===== src/rtl/uart_loader_pkg.sv =====
// uart_loader_pkg: shared state encoding, sync byte and default parameters for the UART loader.
// Rev 1.0
`default_nettype none
package uart_loader_pkg;
    typedef enum logic [2:0] {
        S_IDLE   = 3'd0,
        S_CNT_LO = 3'd1,
        S_CNT_HI = 3'd2,
        S_DAT_LO = 3'd3,
        S_DAT_HI = 3'd4,
        S_WRITE  = 3'd5,
        S_CHECK  = 3'd6,
        S_DONE   = 3'd7
    } state_t;

    localparam logic [7:0] SYNC_BYTE     = 8'hA5;
    localparam int         DEF_ADDR_W    = 16;
    localparam int         DEF_BASE_ADDR = 0;
    localparam int         DEF_TIMEOUT   = 800000;
endpackage
`default_nettype wire


===== src/rtl/uart_loader_sync_edge.sv =====
// sync_edge: two-flop synchronizer for an asynchronous level plus rising-edge pulse.
// Rev 1.0
`default_nettype none
module sync_edge (
    input  logic clk,
    input  logic rst_n,
    input  logic i_async,
    output logic o_rise
);
    logic r_meta;
    logic r_sync;
    logic r_prev;

    always_ff @(posedge clk or negedge rst_n) begin
        if (!rst_n) begin
            r_meta <= 1'b0;
            r_sync <= 1'b0;
            r_prev <= 1'b0;
        end else begin
            r_meta <= i_async;
            r_sync <= r_meta;
            r_prev <= r_sync;
        end
    end

    assign o_rise = r_sync & ~r_prev;
endmodule
`default_nettype wire


===== src/rtl/uart_loader.sv =====
// uart_loader: parses A5/count/data frames from a UART and writes 16-bit words to memory.
// Optional trailing XOR checksum enabled by UART_LOADER_CHECKSUM_EN.  Rev 1.0
`default_nettype none
module uart_loader
    import uart_loader_pkg::*;
#(
    parameter int ADDR_W    = DEF_ADDR_W,
    parameter int BASE_ADDR = DEF_BASE_ADDR,
    parameter int TIMEOUT   = DEF_TIMEOUT
) (
    input  logic              clk,
    input  logic              rst_n,
    input  logic [7:0]        rx_data,
    input  logic              rx_ready,
    input  logic              mem_busy,
    output logic [ADDR_W-1:0] mem_addr,
    output logic [15:0]       mem_data,
    output logic              mem_we,
    output logic              cpu_hold,
    output logic              done,
    output logic              err
);
`ifdef UART_LOADER_CHECKSUM_EN
    localparam state_t END_ST = S_CHECK;
`else
    localparam state_t END_ST = S_DONE;
`endif

    state_t            r_state;
    state_t            w_next;
    logic              w_strobe;
    logic              r_hold_vld;
    logic [7:0]        r_hold_byte;
    logic [15:0]       r_remain;
    logic [ADDR_W-1:0] r_addr;
    logic [15:0]       r_data;
    logic              r_err;
    logic [31:0]       r_tmo;
    logic              w_consume;
    logic              w_overrun;
    logic              w_timeout;
    logic              w_counting;
    logic              w_sync;
    logic              w_accept;
    logic              w_csum_err;
`ifdef UART_LOADER_CHECKSUM_EN
    logic [7:0]        r_csum;
`endif

    sync_edge u_sync_edge (
        .clk     (clk),
        .rst_n   (rst_n),
        .i_async (rx_ready),
        .o_rise  (w_strobe)
    );

    // WRITE and DONE leave a pending byte in the holding register for later.
    assign w_consume  = r_hold_vld && (r_state != S_WRITE) && (r_state != S_DONE);
    assign w_overrun  = w_strobe && r_hold_vld && !w_consume;
    assign w_counting = (r_state != S_IDLE) && (r_state != S_DONE) && (r_state != S_WRITE);
    assign w_timeout  = w_counting && !w_strobe && (r_tmo == 32'(TIMEOUT - 1));

    always_comb begin
        w_next     = r_state;
        w_sync     = 1'b0;
        w_accept   = 1'b0;
        w_csum_err = 1'b0;
        case (r_state)
            S_IDLE:   if (w_consume && r_hold_byte == SYNC_BYTE) begin
                          w_next = S_CNT_LO;
                          w_sync = 1'b1;
                      end
            S_CNT_LO: if (w_consume) w_next = S_CNT_HI;
            S_CNT_HI: if (w_consume) w_next = ({r_hold_byte, r_remain[7:0]} == 16'd0) ? END_ST : S_DAT_LO;
            S_DAT_LO: if (w_consume) w_next = S_DAT_HI;
            S_DAT_HI: if (w_consume) w_next = S_WRITE;
            S_WRITE:  if (!mem_busy) begin
                          w_accept = 1'b1;
                          w_next   = (r_remain == 16'd1) ? END_ST : S_DAT_LO;
                      end
`ifdef UART_LOADER_CHECKSUM_EN
            S_CHECK:  if (w_consume) begin
                          w_csum_err = (r_hold_byte != r_csum);
                          w_next     = w_csum_err ? S_IDLE : S_DONE;
                      end
`endif
            default:  w_next = S_IDLE;
        endcase
        if (w_overrun || w_timeout) begin
            w_next   = S_IDLE;
            w_accept = 1'b0;
        end
    end

    always_ff @(posedge clk or negedge rst_n) begin
        if (!rst_n) begin
            r_state     <= S_IDLE;
            r_hold_vld  <= 1'b0;
            r_hold_byte <= 8'd0;
            r_remain    <= 16'd0;
            r_addr      <= ADDR_W'(BASE_ADDR);
            r_data      <= 16'd0;
            r_err       <= 1'b0;
            r_tmo       <= 32'd0;
        end else begin
            r_state <= w_next;
            if (w_strobe) begin
                r_hold_vld  <= !w_overrun;
                r_hold_byte <= rx_data;
            end else if (w_consume) begin
                r_hold_vld  <= 1'b0;
            end
            if (w_sync) begin
                r_addr   <= ADDR_W'(BASE_ADDR);
                r_remain <= 16'd0;
            end
            if (w_consume) begin
                case (r_state)
                    S_CNT_LO: r_remain[7:0]  <= r_hold_byte;
                    S_CNT_HI: r_remain[15:8] <= r_hold_byte;
                    S_DAT_LO: r_data[7:0]    <= r_hold_byte;
                    S_DAT_HI: r_data[15:8]   <= r_hold_byte;
                    default:  ;
                endcase
            end
            if (w_accept) begin
                r_addr   <= r_addr + 1'b1;
                r_remain <= r_remain - 16'd1;
            end
            if (w_sync)
                r_err <= 1'b0;
            else if (w_overrun || w_timeout || w_csum_err)
                r_err <= 1'b1;
            if (w_strobe || (w_next != r_state))
                r_tmo <= 32'd0;
            else if (w_counting)
                r_tmo <= r_tmo + 32'd1;
        end
    end

`ifdef UART_LOADER_CHECKSUM_EN
    always_ff @(posedge clk or negedge rst_n) begin
        if (!rst_n)
            r_csum <= 8'd0;
        else if (w_sync)
            r_csum <= 8'd0;
        else if (w_consume && (r_state inside {S_CNT_LO, S_CNT_HI, S_DAT_LO, S_DAT_HI}))
            r_csum <= r_csum ^ r_hold_byte;
    end
`endif

    assign mem_addr = r_addr;
    assign mem_data = r_data;
    assign mem_we   = (r_state == S_WRITE) && !w_overrun;
    assign cpu_hold = (r_state != S_IDLE) && (r_state != S_DONE);
    assign done     = (r_state == S_DONE);
    assign err      = r_err;
endmodule
`default_nettype wire


===== config.mk =====
export PLATFORM = sky130hd
export DESIGN_NAME = uart_loader
export DESIGN_NICKNAME = d
export VERILOG_FILES = /design/src/rtl/uart_loader_pkg.sv /design/src/rtl/uart_loader_sync_edge.sv /design/src/rtl/uart_loader.sv
export SDC_FILE = /design/constraint.sdc
export NUM_CORES = 1
export LEC_CHECK = 0
export ABC_AREA = 1
export BUFFER_PORTS_ARGS = -buffer_cell sky130_fd_sc_hd__buf_4
export CAP_MARGIN = 15
export CORE_MARGIN = 4
export CORE_UTILIZATION = 59
export DETAILED_ROUTE_END_ITERATION = 8
export HOLD_SLACK_MARGIN = 0.03
export PLACE_DENSITY = 0.79
export SLEW_MARGIN = 10
export SYNTH_ARGS = -nofsm -noshare
export SYNTH_HDL_FRONTEND = slang
export SYNTH_SLANG_ARGS = --single-unit

===== constraint.sdc =====
create_clock -name clk -period 1.97 [get_ports clk]
set_input_delay 0.0985 -clock clk [delete_from_list [all_inputs] [get_ports clk]]
set_output_delay 0.0985 -clock clk [all_outputs]
set_load 0.1 [all_outputs]

==> results.md <==
- Static leakage: 3.03 nW
- Cell repeated most along the worst path: nand2_2
- Worst-Margin Slew: 0.501 ns
- R2r endpoint: r_tmo[7]$_DFFE_PN0P_
- Site row count: 34
- Routed length per placed instance: 14.7 um
- Arrival time at the worst endpoint: 2.33 ns
- Max Cap Viol: 0
- Switch Pwr: 4.05 mW
- Total power density per cell area: 1240 nW/um2
- Full die area: 10500 um2
- Unrepaired setup endpoints after global routing: yes
- Synthesized instance count: 689
- Number of warning messages in the yosys log: 0
- Combined area of the multi-input logic cells: 2670 um2
- Synth Net Count: 706
- Count of buffers inserted at the top-level ports: 47
- Area of the placeable core: 8720 um2
- Clock tree from TritonCTS: done
- Result of the run: finished, violations left
- Critical Path, Cell by Cell: ha_2 -> nand2_2 -> nor2_4 -> nand2_2 -> nor2_4 -> nand3_4 -> nand2_4 -> inv_4 -> nand3_2 -> nand2_2 -> nor2_2 -> nand2_4 -> clkbuf_16 -> nor2_1
- Start of the worst register-to-register path: r_tmo[1]$_DFFE_PN0P_
- Reg2Reg Depth: 14
- Global-route wire length before repair: 20.7 mm
- Via count of the first global-routing pass: 4473
- Violations in the final reports: setup timing
- Later-pin clock latency in the skew report: 0.37 ns
- Peak supply drop: 0.00186 V
- Layout area overhead: 24.0%
- H-tree depth: 3
- Summed negative setup slack over all endpoints: -1.24 ns
- Wire length reported by the detailed router: 13.1 mm
- F_max: 491 MHz
- Routability cong.: 0.913
- Initial Utilization: 60.5%
- Largest stage delay on the critical path: 0.39 ns
- Fraction of power spent switching nets: 49.8%
- Count of clock tree sinks: 96
- Mean number of vias per cell: 5.36
- Most used cells in the layout excluding fill and tap cells: 153 x nand2_1, 86 x dfrtp_1, 78 x inv_1
- Sum of internal, switching and leakage power: 8.12 mW
- Worst-case register-to-register setup slack: -0.07 ns
- Startpoint-to-endpoint class of the critical path: reg -> reg
- Worst-case headroom to the max-slew limit: 66.6%
- CTS Root Cell: clkbuf_8
- Critical Path Start: r_tmo[1]$_DFFE_PN0P_
- Most common cell after layout, fill and taps aside: nand2_1
- Total standard cell area after synthesis: 5280 um2
- Clk_skew: 0.0133 ns
- Maximum number of pins on one net before global-route repair: 60
- Chip Height: 103 um
- Proportion of power drawn by flip-flops and latches: 34.2%
- X dimension of the die: 103 um
- Number of buffers inserted during clock tree synthesis: 9
- Final number of hold-violating endpoints: 0
- Clk network pwr share: 14.9%
- Part of the Yosys area used for sequential elements: 45.5%
- Synth Register Bits: 96
- Shortest period the worst path allows: 2.04 ns
- Number of nets at the end of the flow: 793
- Endpoint kind of the worst setup timing path: register
- Max Slew Vio Count: 0
- Critical Path Fanout Max: 8
- Final core utilization: 75.1%
- Mean Syn Cell Area: 7.66 um2
- Total DRC errors in the routed layout: 0
- Slowest CP cell: dfrtp_1
- Final antenna diode count: 0
- Sort of element at the start of the critical path: register
- Register clock-pin slew on the reported worst setup and hold paths: 0.09 ns
- Maximum number of buffers from clock root to sink: 2
- Overall overflow remaining after global route: 0
- Overall global routing resource usage: 24.7%
- Portion of total power attributed to combinational logic: 50.9%
- Worst path setup slack after routing: -0.0658 ns
- Detailed-route via count: 4761
- Final HPWL DP: 8.60 mm
- Required arrival time at the worst endpoint: 2.26 ns
- Setup Viol. Count Final: 32
- Post-route fraction of the period consumed by the critical path: 103%
- Count of different cell masters after synthesis: 34
- Count of routing violations after the opening detailed-route iteration: 283
- Fill cell instance count of the final layout: 642
- Hold WS: 0.121 ns
- Fraction of final layout cells with drive strength greater than 1: 23.7%
- Crit path to: r_tmo[7]$_DFFE_PN0P_
- Hold crit path type: in -> reg
- Cell-internal power: 4.08 mW
- Io pins: 48
- Antenna-violating nets left: 0
- FF+latch area: 2420 um2
- Initial antenna violation count: 0
- Number of iterations in the first detailed-routing pass: 5
state kept, by name, summed over array words and instances, names as in the netlist, 3 cells and up:
signal / count
r_tmo: 32
mem_data: 16
mem_addr: 16
r_remain: 16
r_state: 3
r_hold_byte: 8
worst max-delay path: cells and delay by family, from the launching register on:
family,cells,cell delay (ns)
simple gates,11,1.13
flops,1,0.39
fa+ha+maj,1,0.21
buf+inv,2,0.24
timing repair:
action	4_1_cts	5_1_grt
setup endpoints to repair	32	62
gates cloned	0	3
setup buffers	2	8
pin swaps	2	10
resized for setup	4	62
hold buffers	10	0
hold endpoints to repair	46	0
per-stage QoR:
| step | std cells | setup WS [ns] | area, um2 |
|---|---|---|---|
| floorplan | 689 | 0.00778 | 5310 |
| global placement | 850 | 0.0635 | 5920 |
| detailed placement | 850 | -0.0839 | 5920 |
| CTS | 878 | 0.00447 | 6220 |
| global route | 889 | -0.241 | 6550 |
| finish | 889 | -0.0658 | 6550 |
layer usage:
layer	GRT usage [%]	vias to the layer above	share of wire, %
li1	-	2359	-
met1	32.6	2240	43
met2	42.4	135	51
met3	3.86	27	4.2
met4	7.16	0	2.1
met5	0	-	0
kinds of logic after synthesis:
family,synth area share [%]
AND/OR/NAND/NOR,30.2
buffers and inverters,7.96
flip-flops,45.5
AO/OA/AOI/OAI,8.01
XOR/XNOR,6.97
adder cells (fa/ha/maj),1.19
multiplexers,0.190
layout make-up:
| class | count | area share (%) |
|---|---|---|
| clock buffer | 9 | 1.89 |
| clock inverter | 7 | 0.841 |
| inverter | 87 | 5.14 |
| multi-input combinational | 489 | 40.7 |
| sequential | 96 | 37.0 |
| tap | 108 | 2.06 |
| timing repair buffer | 93 | 12.4 |
synthesized netlist by cell type, drive strengths merged:
cell type	instances	area share, %
nand3	46	4.7
a31oi	1	0.12
nor2	116	9.2
nand4	15	1.9
o31ai	1	0.14
nand2	161	12
xnor2	9	1.5
o21ai	54	5.1
nor4	5	0.59
clkbuf	8	0.57
xor2	33	5.5
inv	87	6.2
ha	5	1.2
nand3b	1	0.14
or2	4	0.47
mux2i	1	0.19
nor3	12	1.1
and2	1	0.12
dfrtp	96	46
a21oi	14	1.3
buf	9	1.2
o22ai	5	0.59
a22oi	1	0.14
o211ai	4	0.57
power by group through the flow:
stage	registers, mW	logic, mW	clock network (mW)
floorplan	3.97	1.50	0
global placement	2.77	3.45	0
detailed placement	2.78	3.52	0
CTS	2.75	3.56	1.24
global route	2.83	4.41	1.32
finish	2.78	4.13	1.21
worst min path at each step:
stage | startpoint | endpoint | slack [ns] | cells after the start
CTS | mem_busy | r_state[2]$_DFF_PN0_ | 0.11 | 5
global placement | rst_n | mem_addr[8]$_DFFE_PN0P_ | 0.09 | 1
finish | mem_busy | r_state[2]$_DFF_PN0_ | 0.12 | 5
floorplan | rst_n | err$_DFFE_PN0P_ | -0.20 | 0
global route | mem_busy | r_state[2]$_DFF_PN0_ | 0.15 | 5
detailed placement | rst_n | mem_addr[8]$_DFFE_PN0P_ | 0.10 | 1
(Power assumes the default switching activity.)
